$ cat src/rtl/integration_pkg.sv
// Shared AHB-Lite fabric types: transfer/burst encodings, arbiter states and
// the fabric-wide master count used to size the arbiter.
package integration_pkg;

    localparam int unsigned master_number = 9;
    localparam int unsigned size_out      = 4;
    localparam int unsigned beat_w        = 4;

    typedef enum logic [1:0] {
        IDLE   = 2'b00,
        BUSY   = 2'b01,
        NONSEQ = 2'b10,
        SEQ    = 2'b11
    } transfer_t;

    typedef enum logic [2:0] {
        SINGLE = 3'b000,
        INCR   = 3'b001,
        WRAP4  = 3'b010,
        INCR4  = 3'b011,
        WRAP8  = 3'b100,
        INCR8  = 3'b101,
        WRAP16 = 3'b110,
        INCR16 = 3'b111
    } burst_t;

    typedef enum logic [1:0] {
        ARB    = 2'b00,
        BURST  = 2'b01,
        LOCKED = 2'b10
    } arb_state_t;

    // Beats remaining after the NONSEQ; undefined-length INCR counts as 0.
    function automatic logic [beat_w-1:0] burst_beats(input burst_t b);
        logic [beat_w-1:0] n;
        case (b)
            WRAP4, INCR4:   n = beat_w'(3);
            WRAP8, INCR8:   n = beat_w'(7);
            WRAP16, INCR16: n = beat_w'(15);
            default:        n = '0;
        endcase
        return n;
    endfunction

endpackage

$ cat src/rtl/ahb_burst_tracker.sv
// Follows the current owner's burst and lock so that bus handover is only
// offered at legal AHB points; shared with the slave-side monitor.
module ahb_burst_tracker
    import integration_pkg::*;
(
    input  logic      clk,
    input  logic      rst,
    input  transfer_t htrans,
    input  burst_t    hburst,
    input  logic      hready,
    input  logic      hlock,
    input  logic      owner_req,
    output logic      arb_ok_c
);

    arb_state_t        state;
    arb_state_t        state_next;
    logic [beat_w-1:0] beats_left;
    logic [beat_w-1:0] beats_next;

    always_ff @(posedge clk or posedge rst) begin
        if (rst) begin
            state      <= ARB;
            beats_left <= '0;
        end else if (hready) begin
            state      <= state_next;
            beats_left <= beats_next;
        end
    end

    // IDLE outside a burst already sees 0; mid-burst it is an early termination.
    always_comb begin
        beats_next = beats_left;
        case (htrans)
            NONSEQ:  beats_next = burst_beats(hburst);
            SEQ:     if (beats_left != '0) beats_next = beats_left - beat_w'(1);
            IDLE:    beats_next = '0;
            default: beats_next = beats_left;
        endcase
    end

    always_comb begin
        state_next = state;
        if (hlock) begin
            state_next = LOCKED;
        end else begin
            case (state)
                ARB:     if (htrans == NONSEQ && burst_beats(hburst) != '0) state_next = BURST;
                BURST:   if (beats_next == '0) state_next = ARB;
                LOCKED:  if (htrans != SEQ && htrans != BUSY) state_next = ARB;
                default: state_next = ARB;
            endcase
        end
    end

    // A granted master raising HLOCK must not lose the bus on the same edge.
    always_comb begin
        arb_ok_c = 1'b0;
        if (state == ARB && !hlock) begin
            case (htrans)
                IDLE:    arb_ok_c = 1'b1;
                NONSEQ:  arb_ok_c = (hburst == SINGLE) || (hburst == INCR && !owner_req);
                SEQ:     arb_ok_c = (hburst == INCR) ? !owner_req : (beats_left <= beat_w'(1));
                default: arb_ok_c = 1'b0;
            endcase
        end
    end

endmodule

$ cat src/rtl/ahb_bus_arbiter.sv
// Round-robin AHB-Lite arbiter: picks the next bus owner at handover points
// and tracks the owner and lock of the current address phase.
module ahb_bus_arbiter
    import integration_pkg::*;
#(
    parameter int unsigned MASTER_NUM     = master_number,
    parameter int unsigned MASTER_W       = size_out,
    parameter int unsigned DEFAULT_MASTER = 0
) (
    input  logic                  HCLK,
    input  logic                  HRESET,
    input  logic [MASTER_NUM-1:0] HBUSREQ,
    input  logic [MASTER_NUM-1:0] HLOCK,
    input  logic [1:0]            HTRANS,
    input  logic [2:0]            HBURST,
    input  logic                  HREADY,
    output logic [MASTER_NUM-1:0] HGRANT,
    output logic [MASTER_W-1:0]   HMASTER,
    output logic                  HMASTLOCK
);

    localparam int unsigned SUM_W = MASTER_W + 1;

    logic [MASTER_W-1:0] rr_ptr;
    logic [MASTER_W-1:0] grant_idx_c;
    logic [MASTER_W-1:0] winner_c;
    logic                found_c;
    logic                arb_ok_c;

    // base + step wrapped into 0..MASTER_NUM-1; step never exceeds MASTER_NUM.
    function automatic logic [MASTER_W-1:0] rr_index(input logic [MASTER_W-1:0] base,
                                                     input int unsigned step);
        logic [SUM_W-1:0] sum;
        sum = SUM_W'(base) + SUM_W'(step);
        if (sum >= SUM_W'(MASTER_NUM)) sum = sum - SUM_W'(MASTER_NUM);
        return sum[MASTER_W-1:0];
    endfunction

    always_comb begin
        grant_idx_c = '0;
        for (int unsigned i = 0; i < MASTER_NUM; i++) begin
            if (HGRANT[i]) grant_idx_c = grant_idx_c | MASTER_W'(i);
        end
    end

    // Search starts just after the last winner and wraps back onto it last.
    always_comb begin
        winner_c = MASTER_W'(DEFAULT_MASTER);
        found_c  = 1'b0;
        for (int unsigned i = 1; i <= MASTER_NUM; i++) begin
            if (!found_c && HBUSREQ[rr_index(rr_ptr, i)]) begin
                winner_c = rr_index(rr_ptr, i);
                found_c  = 1'b1;
            end
        end
    end

    ahb_burst_tracker u_tracker (
        .clk       (HCLK),
        .rst       (HRESET),
        .htrans    (transfer_t'(HTRANS)),
        .hburst    (burst_t'(HBURST)),
        .hready    (HREADY),
        .hlock     (HLOCK[grant_idx_c]),
        .owner_req (HBUSREQ[HMASTER]),
        .arb_ok_c  (arb_ok_c)
    );

    always_ff @(posedge HCLK or posedge HRESET) begin
        if (HRESET) begin
            HGRANT    <= MASTER_NUM'(1) << DEFAULT_MASTER;
            HMASTER   <= MASTER_W'(DEFAULT_MASTER);
            HMASTLOCK <= 1'b0;
            rr_ptr    <= MASTER_W'(DEFAULT_MASTER);
        end else if (HREADY) begin
            HMASTER   <= grant_idx_c;
            HMASTLOCK <= HLOCK[grant_idx_c];
            if (arb_ok_c) begin
                HGRANT <= MASTER_NUM'(1) << winner_c;
                if (found_c) rr_ptr <= winner_c;
            end
        end
    end

endmodule
$ cat config.mk
export PLATFORM = sky130hd
export DESIGN_NAME = ahb_bus_arbiter
export DESIGN_NICKNAME = d
export VERILOG_FILES = /design/src/rtl/integration_pkg.sv /design/src/rtl/ahb_burst_tracker.sv /design/src/rtl/ahb_bus_arbiter.sv
export SDC_FILE = /design/constraint.sdc
export NUM_CORES = 1
export LEC_CHECK = 0
export CAP_MARGIN = 30
export CELL_PAD_IN_SITES_DETAIL_PLACEMENT = 0
export CELL_PAD_IN_SITES_GLOBAL_PLACEMENT = 1
export CORE_MARGIN = 2
export CORE_UTILIZATION = 33
export CTS_CLUSTER_SIZE = 16
export DETAILED_ROUTE_END_ITERATION = 12
export PLACE_DENSITY = 0.6
export SETUP_SLACK_MARGIN = 0.15
export SLEW_MARGIN = 10
export SYNTH_ARGS = -nofsm -noshare
export SYNTH_HDL_FRONTEND = slang
export SYNTH_SLANG_ARGS = --single-unit
$ cat constraint.sdc
create_clock -name HCLK -period 9.9 [get_ports HCLK]
set_clock_uncertainty 0.1 [all_clocks]
set_input_delay 1.98 -clock HCLK [delete_from_list [all_inputs] [get_ports HCLK]]
set_output_delay 1.98 -clock HCLK [all_outputs]
set_load 0.02 [all_outputs]
### Word-level counts from Yosys, hierarchy flattened

Index checks and enable logic that the tools add are counted.

| storage, ports and cells | value |
|---|---|
| register bits after elaboration | 24 |
| bits in latches | 0 |
| bits in writable memories | 0 |
| memory bits (read-only) | 0 |
| input port bits | 26 |
| output and inout bits | 14 |
| word-level logic and storage cells | 168 |
| memories kept | 0 |

| cells by class | value |
|---|---|
| add/sub/neg operators | 19 |
| multipliers | 0 |
| div/mod/pow operators | 0 |
| order comparisons | 21 |
| equality and inequality tests | 16 |
| shift operators | 1 |
| mux-type cells | 70 |
| bitwise operators | 0 |
| reductions and logical operators | 35 |

Operators with widths:

| cell | count |
|---|---|
| 4-bit 2-to-1 mux | 22 |
| 4-bit by 5-bit less-than comparator with 1-bit output, second input constant | 11 |
| 5-bit by 4-bit >= comparator with 1-bit output, second input constant | 9 |
| 1-bit binary-select mux with 4-bit select | 11 |
| 4-bit subtractor, second input constant | 9 |
| 4-bit case mux with 3 select lines | 2 |
| 1-bit 2-to-1 mux | 23 |
| 4-bit by 3-bit adder with 5-bit output, second input constant | 4 |
| 3-bit equality test, second input constant | 4 |
| 1-bit logical AND | 12 |
| 2-bit 2-to-1 mux | 6 |
| 3-bit 2-to-1 mux | 4 |
| 4-bit by 2-bit adder with 5-bit output, second input constant | 2 |
| 4-bit by 4-bit adder with 5-bit output, second input constant | 2 |
| 1-bit zero test | 10 |
| 3-bit by 1-bit != test with 1-bit output, second input constant | 3 |
| 1-bit by 4-bit left shift with 9-bit output, first input constant | 1 |
| 4-bit nonzero test | 2 |
| 2-bit equality test, second input constant | 3 |
| 3-bit by 2-bit equality test with 1-bit output, second input constant | 2 |
| 2-bit case mux with 3 select lines | 1 |
| 2-bit OR reduction | 3 |
| 4-bit by 1-bit adder with 5-bit output, second input constant | 1 |
| 4-bit by 1-bit less-or-equal comparator with 1-bit output, second input constant | 1 |
| 13 further kinds | 14 |

### Depth between registers and ports, before layout

| depth | value |
|---|---|
| depth after elaboration | 31 |
| mapped depth | 20 |
| mapped depth without buffers | 14 |

### Cells and area by module

From an unflattened synthesis, not the netlist that was laid out.

| unflattened totals | value |
|---|---|
| cells, all modules | 723 |
| area, all modules | 5406.4 um^2 |

Modules (own cells, without submodules):

| module | instances | cells an instance | area an instance (um^2) | sequential area each (um^2) |
|---|---|---|---|---|
| ahb_bus_arbiter | 1 | 665 | 4888.4 | 451.7 |
| ahb_burst_tracker | 1 | 58 | 518.0 | 150.1 |

### Least setup slack after synthesis

OpenSTA, ideal clock, no wires.

| timing | value |
|---|---|
| path type | input-to-reg |
| start point | input port HBUSREQ[1] |
| end point | register rr_ptr[2] |
| library setup time | 125 ps |
| arrival time | 4657 ps |
| required time | 9675 ps |
| slack | 5018 ps |
| cell stages on the path | 10 |
| path buffers | 1 |
| cell sequence | clkbuf_1 -> inv_1 -> a2111oi_0 -> a211oi_1 -> o221a_2 -> a221oi_1 -> or4b_4 -> nor3_2 -> a21oi_1 -> mux2_2 |

| between the ends | value |
|---|---|
| word-level cells in the longest chain between the ends | 28 |
| elaborated cells between the ends (all ways) | 61 |
| those cells by class | 41 x mux; 20 x reduce/logical |

Ends and longest elaborated chain:

| element | line | text |
|---|---|---|
| from (decl) | ahb_bus_arbiter.sv:12 | `input logic [MASTER_NUM-1:0] HBUSREQ,` |
| 1-bit binary-select mux with 4-bit select | ahb_bus_arbiter.sv:51 | `if (!found_c && HBUSREQ[rr_index(rr_ptr, i)]) begin` |
| 1-bit 2-to-1 mux (implied by the code) | ahb_bus_arbiter.sv:51 |  |
| 1-bit 2-to-1 mux | ahb_bus_arbiter.sv:51 |  |
| 1-bit zero test | ahb_bus_arbiter.sv:51 |  |
| 1-bit logical AND | ahb_bus_arbiter.sv:51 |  |
| 1-bit 2-to-1 mux | ahb_bus_arbiter.sv:51 |  |
| 1-bit zero test | ahb_bus_arbiter.sv:51 |  |
| 1-bit logical AND | ahb_bus_arbiter.sv:51 |  |
| [12 not listed] | - |  |
| 1-bit 2-to-1 mux | ahb_bus_arbiter.sv:51 |  |
| 1-bit zero test | ahb_bus_arbiter.sv:51 |  |
| 1-bit logical AND | ahb_bus_arbiter.sv:51 |  |
| 1-bit 2-to-1 mux | ahb_bus_arbiter.sv:51 |  |
| 1-bit zero test | ahb_bus_arbiter.sv:51 |  |
| 1-bit logical AND | ahb_bus_arbiter.sv:51 |  |
| 1-bit 2-to-1 mux | ahb_bus_arbiter.sv:51 |  |
| 3-bit AND reduction (no source line) | - |  |
| to (signal assigned) | ahb_bus_arbiter.sv:74 | `rr_ptr <= MASTER_W'(DEFAULT_MASTER);` |
| to (signal assigned) | ahb_bus_arbiter.sv:80 | `if (found_c) rr_ptr <= winner_c;` |
| to (decl) | ahb_bus_arbiter.sv:24 | `logic [MASTER_W-1:0] rr_ptr;` |

Several ways; a longest one is shown, not always the timed one. The select of a mux whose other input is x is not followed.
A chain may end at the register's enable or synchronous reset.

### Worst setup path in the final report

| timing | value |
|---|---|
| start point | register rr_ptr[0] |
| end point | register HGRANT[1] |

| between the ends | value |
|---|---|
| word-level cells in the longest chain between the ends | 31 |
| elaborated cells between the ends (all ways) | 88 |
| those cells by class | 18 x add/sub; 9 x order compare; 1 x shift; 44 x mux; 16 x reduce/logical |

Ends and longest elaborated chain:

| element | line | text |
|---|---|---|
| 4-bit by 1-bit adder with 5-bit output | ahb_bus_arbiter.sv:34 | `sum = SUM_W'(base) + SUM_W'(step);` |
| 4-bit subtractor / 5-bit by 4-bit >= comparator with 1-bit output (equally long branches) | ahb_bus_arbiter.sv:35 | `if (sum >= SUM_W'(MASTER_NUM)) sum = sum - SUM_W'(MASTER_NUM);` |
| 4-bit 2-to-1 mux | ahb_bus_arbiter.sv:35 |  |
| 1-bit binary-select mux with 4-bit select | ahb_bus_arbiter.sv:51 |  |
| 1-bit 2-to-1 mux (implied by the code) | ahb_bus_arbiter.sv:51 |  |
| 1-bit 2-to-1 mux | ahb_bus_arbiter.sv:51 |  |
| 1-bit zero test | ahb_bus_arbiter.sv:51 |  |
| 1-bit logical AND | ahb_bus_arbiter.sv:51 |  |
| [15 not listed] | - |  |
| 1-bit 2-to-1 mux | ahb_bus_arbiter.sv:51 |  |
| 1-bit zero test | ahb_bus_arbiter.sv:51 |  |
| 1-bit logical AND | ahb_bus_arbiter.sv:51 |  |
| 1-bit 2-to-1 mux | ahb_bus_arbiter.sv:51 |  |
| 1-bit zero test | ahb_bus_arbiter.sv:51 |  |
| 1-bit logical AND | ahb_bus_arbiter.sv:51 |  |
| 4-bit 2-to-1 mux * | ahb_bus_arbiter.sv:51 |  |
| 1-bit by 4-bit left shift with 9-bit output * | ahb_bus_arbiter.sv:79 | `HGRANT <= MASTER_NUM'(1) << winner_c;` |
| to (signal assigned) | ahb_bus_arbiter.sv:71 | `HGRANT <= MASTER_NUM'(1) << DEFAULT_MASTER;` |
| to (signal assigned) | ahb_bus_arbiter.sv:79 |  |
| to (decl) | ahb_bus_arbiter.sv:17 | `output logic [MASTER_NUM-1:0] HGRANT,` |

Every way passes the cells marked *; elsewhere a longest branch is shown, timed or not. The select of a mux whose other input is x is not followed.

==> impl_results.md <==
* # diodes at 0
* Final setup fails at 0
* CTS Root Cell: clkbuf_16
* Post-route DRC at 0
* CTS resizes at 0
* Site Rows at 46
* Die width at roughly 130 um
* Fin. Hold Viols at 0
* Worst Hold Class: flop to flop
* Syn Nets at around 750
* Cell depth of the worst setup path at 15
* R2R depth at 15
* Synthesis-to-finish area growth at 11.3%
* Die height at 131 um
* # Max-Cap Violations at 0
* Synth Warn # at 0
* Largest net degree at the start of global routing at 48
* Ys async rst share at between 90% and 100%
* Final setup TNS at 0 ns
* F_max at approximately 150 MHz
* Worst-Margin Slew at just under 1 ns
* Worst-path clk slew at 0.06 ns
* Critical path fanouts, max at 38
* Gate Count Post-Synth at between 600 and 700
* Antenna-violating nets left at 0
* Global-route wire length before repair at 31600 um
* Post-DP HPWL at ~15000 um
* PortBufs at 39
* Layout filler cell count at around 1700
* Post-CTS repair timing setup buffer count at 0
* Floorplan Core Area at around 16000 sq um
* Commonest non-fill, non-tap cell in the layout: nand2_1
* Min-Delay Path Depth at 2
* Critical path's slowest cell: dfrtp_2
* Fin crit period at around 6.5 ns
* Via count at 5818
* Clock Sinks at 24
* Synth top area share at 10.8%
* Routability congestion estimate at 0.917
* Crit-path max cell delay at approximately 0.84 ns
* Wirelength per Cell at 22.0 um
* CP Data Arrival Time at approximately 6.5 ns
* Initial Utilization at 33.5%
* Ys flop type: dfrtp_1
* Kind of cell adding the most delay to the critical path: simple AND/OR/NAND/NOR gates
* 1st-iter DRT viols at 786
* Status: finished, final reports clean
* Post-synth EDFFs at 0
* Worst setup SP type: flop
* Post-synth top area cell: dfrtp_1
* Clock Latency Late Sink at between 0.2 and 0.3 ns
* Crit Path Class: flop to flop
* CP endpoint kind: flop
* Initial antenna violation count at 0
* Commonest non-fill, non-tap cells in the layout: nand2_1 (59), a21oi_1 (51), nor2_1 (43)
* Post-CTS Hold Fix Bufs at 0
* Crit-path most repeated cell: buf_4
* Fraction of layout cells with a size suffix above 1 at under 10%
* CTS Buf Count at 3
* CTS Buffer Depth at 2
* Syn Area/Cell at between 7 and 8 sq um
* RSZ-0062 raised after global routing: false
* Total GRT Usage at 23.9%
* H-tree depth at 1
* Synth top area cells: dfrtp_1 (11%), ha_1 (5.4%), mux2i_1 (5.1%)
* Detail-routed via count per cell at 6.33
* Die ar. at ~17000 sq um
* Vias in the first global route at ~5500
* Register area share after synthesis at between 10% and 20%
* Drt pass-1 iters at 6
* Buf/Inv on CP at 3
* I/O Pins at 40
* Layout net count at ~750
* CP Cell Sequence: inv_1, buf_4, ha_1, buf_4, and2_1, o211ai_2, o21bai_1, o21a_1, or3_1, and3_4, or4b_4, nor3_2, a21boi_0, o21ai_2, o41ai_1
* Mapped Area at ~5300 sq um
* Critical path required time at approximately 10 ns
* CTS tree: yes
* Total grt overflow at 0
* Slew Limit Fails at 0
* Slew Limit Headroom at a little over a third
* Detailed-route wire length at ~20000 um
* Final cycle utilization of the critical path at between 60% and 70%
* Seq cells post-synth at 24
* Synth unique cells at 97
==> kinds of logic after synthesis <==
| group | count (synthesis) | share of synthesized area (%) |
|---|---|---|
| AOI/OAI and AO/OA | 256 | 35.6 |
| xor gates and xnor gates | 20 | 3.30 |
| adders and majority gates | 23 | 5.42 |
| buffers and inverters | 70 | 6.24 |
| DFF | 24 | 11.3 |
| muxes | 47 | 11.5 |
| and+or+nand+nor | 258 | 26.6 |
==> worst reg2reg max path, cell delays in order (launching register included) <==
cell and delay [ns]:
dfrtp_2 0.84, inv_1 0.54, buf_4 0.35, ha_1 0.76
buf_4 0.37, and2_1 0.44, o211ai_2 0.20, o21bai_1 0.24
o21a_1 0.19, or3_1 0.42, and3_4 0.18, or4b_4 0.58
nor3_2 0.36, a21boi_0 0.28, o21ai_2 0.17, o41ai_1 0.37
==> layout make-up <==
type	instances	area (sq um)	area share, %
sequential	24	603	10.2
inverter	21	78.8	1.33
multi-input combinational	604	4380	74.0
clock buffer	4	88.8	1.50
tap	216	270	4.57
timing repair buffer	50	493	8.34
==> path summary, 6_finish.rpt <==
check	start	to	slack, ns
max reg2reg	rr_ptr[0]	HGRANT[1]	3.41
max	rr_ptr[0]	HGRANT[1]	3.41
min	HGRANT[0]	HGRANT[0]	0.39
min reg2reg	HGRANT[0]	HGRANT[0]	0.39
max in group asynchronous	HRESET	rr_ptr[3]	7.44
min in group asynchronous	HRESET	HGRANT[1]	1.87
==> synthesized netlist by cell type (all sizes together), types with 10 or more instances <==
master  number
nand2       59
a21oi       53
nor2        45
o21ai       44
buf         31
mux2i       27
dfrtp       23
ha          23
nor3        23
inv         20
clkbuf      18
nand3       18
xnor2       17
and2        15
o211ai      14
nand2b      13
and3        12
nor2b       12
a21boi      11
a31oi       11
nor4        11
a211oi      10
mux2        10
mux4        10
==> state kept, by name (all words and copies together) (netlist names) <==
| name | flops |
|---|---|
| HMASTER | 4 |
| u_tracker.state | 2 |
| HMASTLOCK | 1 |
| HGRANT | 9 |
| u_tracker.beats_left | 4 |
| rr_ptr | 4 |
==> per-layer routing <==
metal,vias to the layer above,wire [um],global-route usage [%]
li1,2727,-,-
met1,2797,9530,35.8
met2,261,8710,36.5
met3,33,1490,2.57
met4,0,465,5.69
met5,-,0,0
==> per-stage QoR <==
stage / util (%) / instance area [sq um] / instances / setup slack (ns) / hold slack (ns)
detailed placement: 36.8 / 5820 / 915 / 3.56 / 0.384
CTS: 37.3 / 5910 / 919 / 3.50 / 0.406
floorplan: - / 5310 / 698 / 5.02 / 0.392
global route: 37.3 / 5910 / 919 / 3.11 / 0.433
finish: 37.3 / 5910 / 919 / 3.41 / 0.394
global placement: 36.6 / 5790 / 914 / 3.77 / 0.364
Power is not shown: default switching activity piles up to over one toggle a cycle in this logic, so the estimate is an artifact.
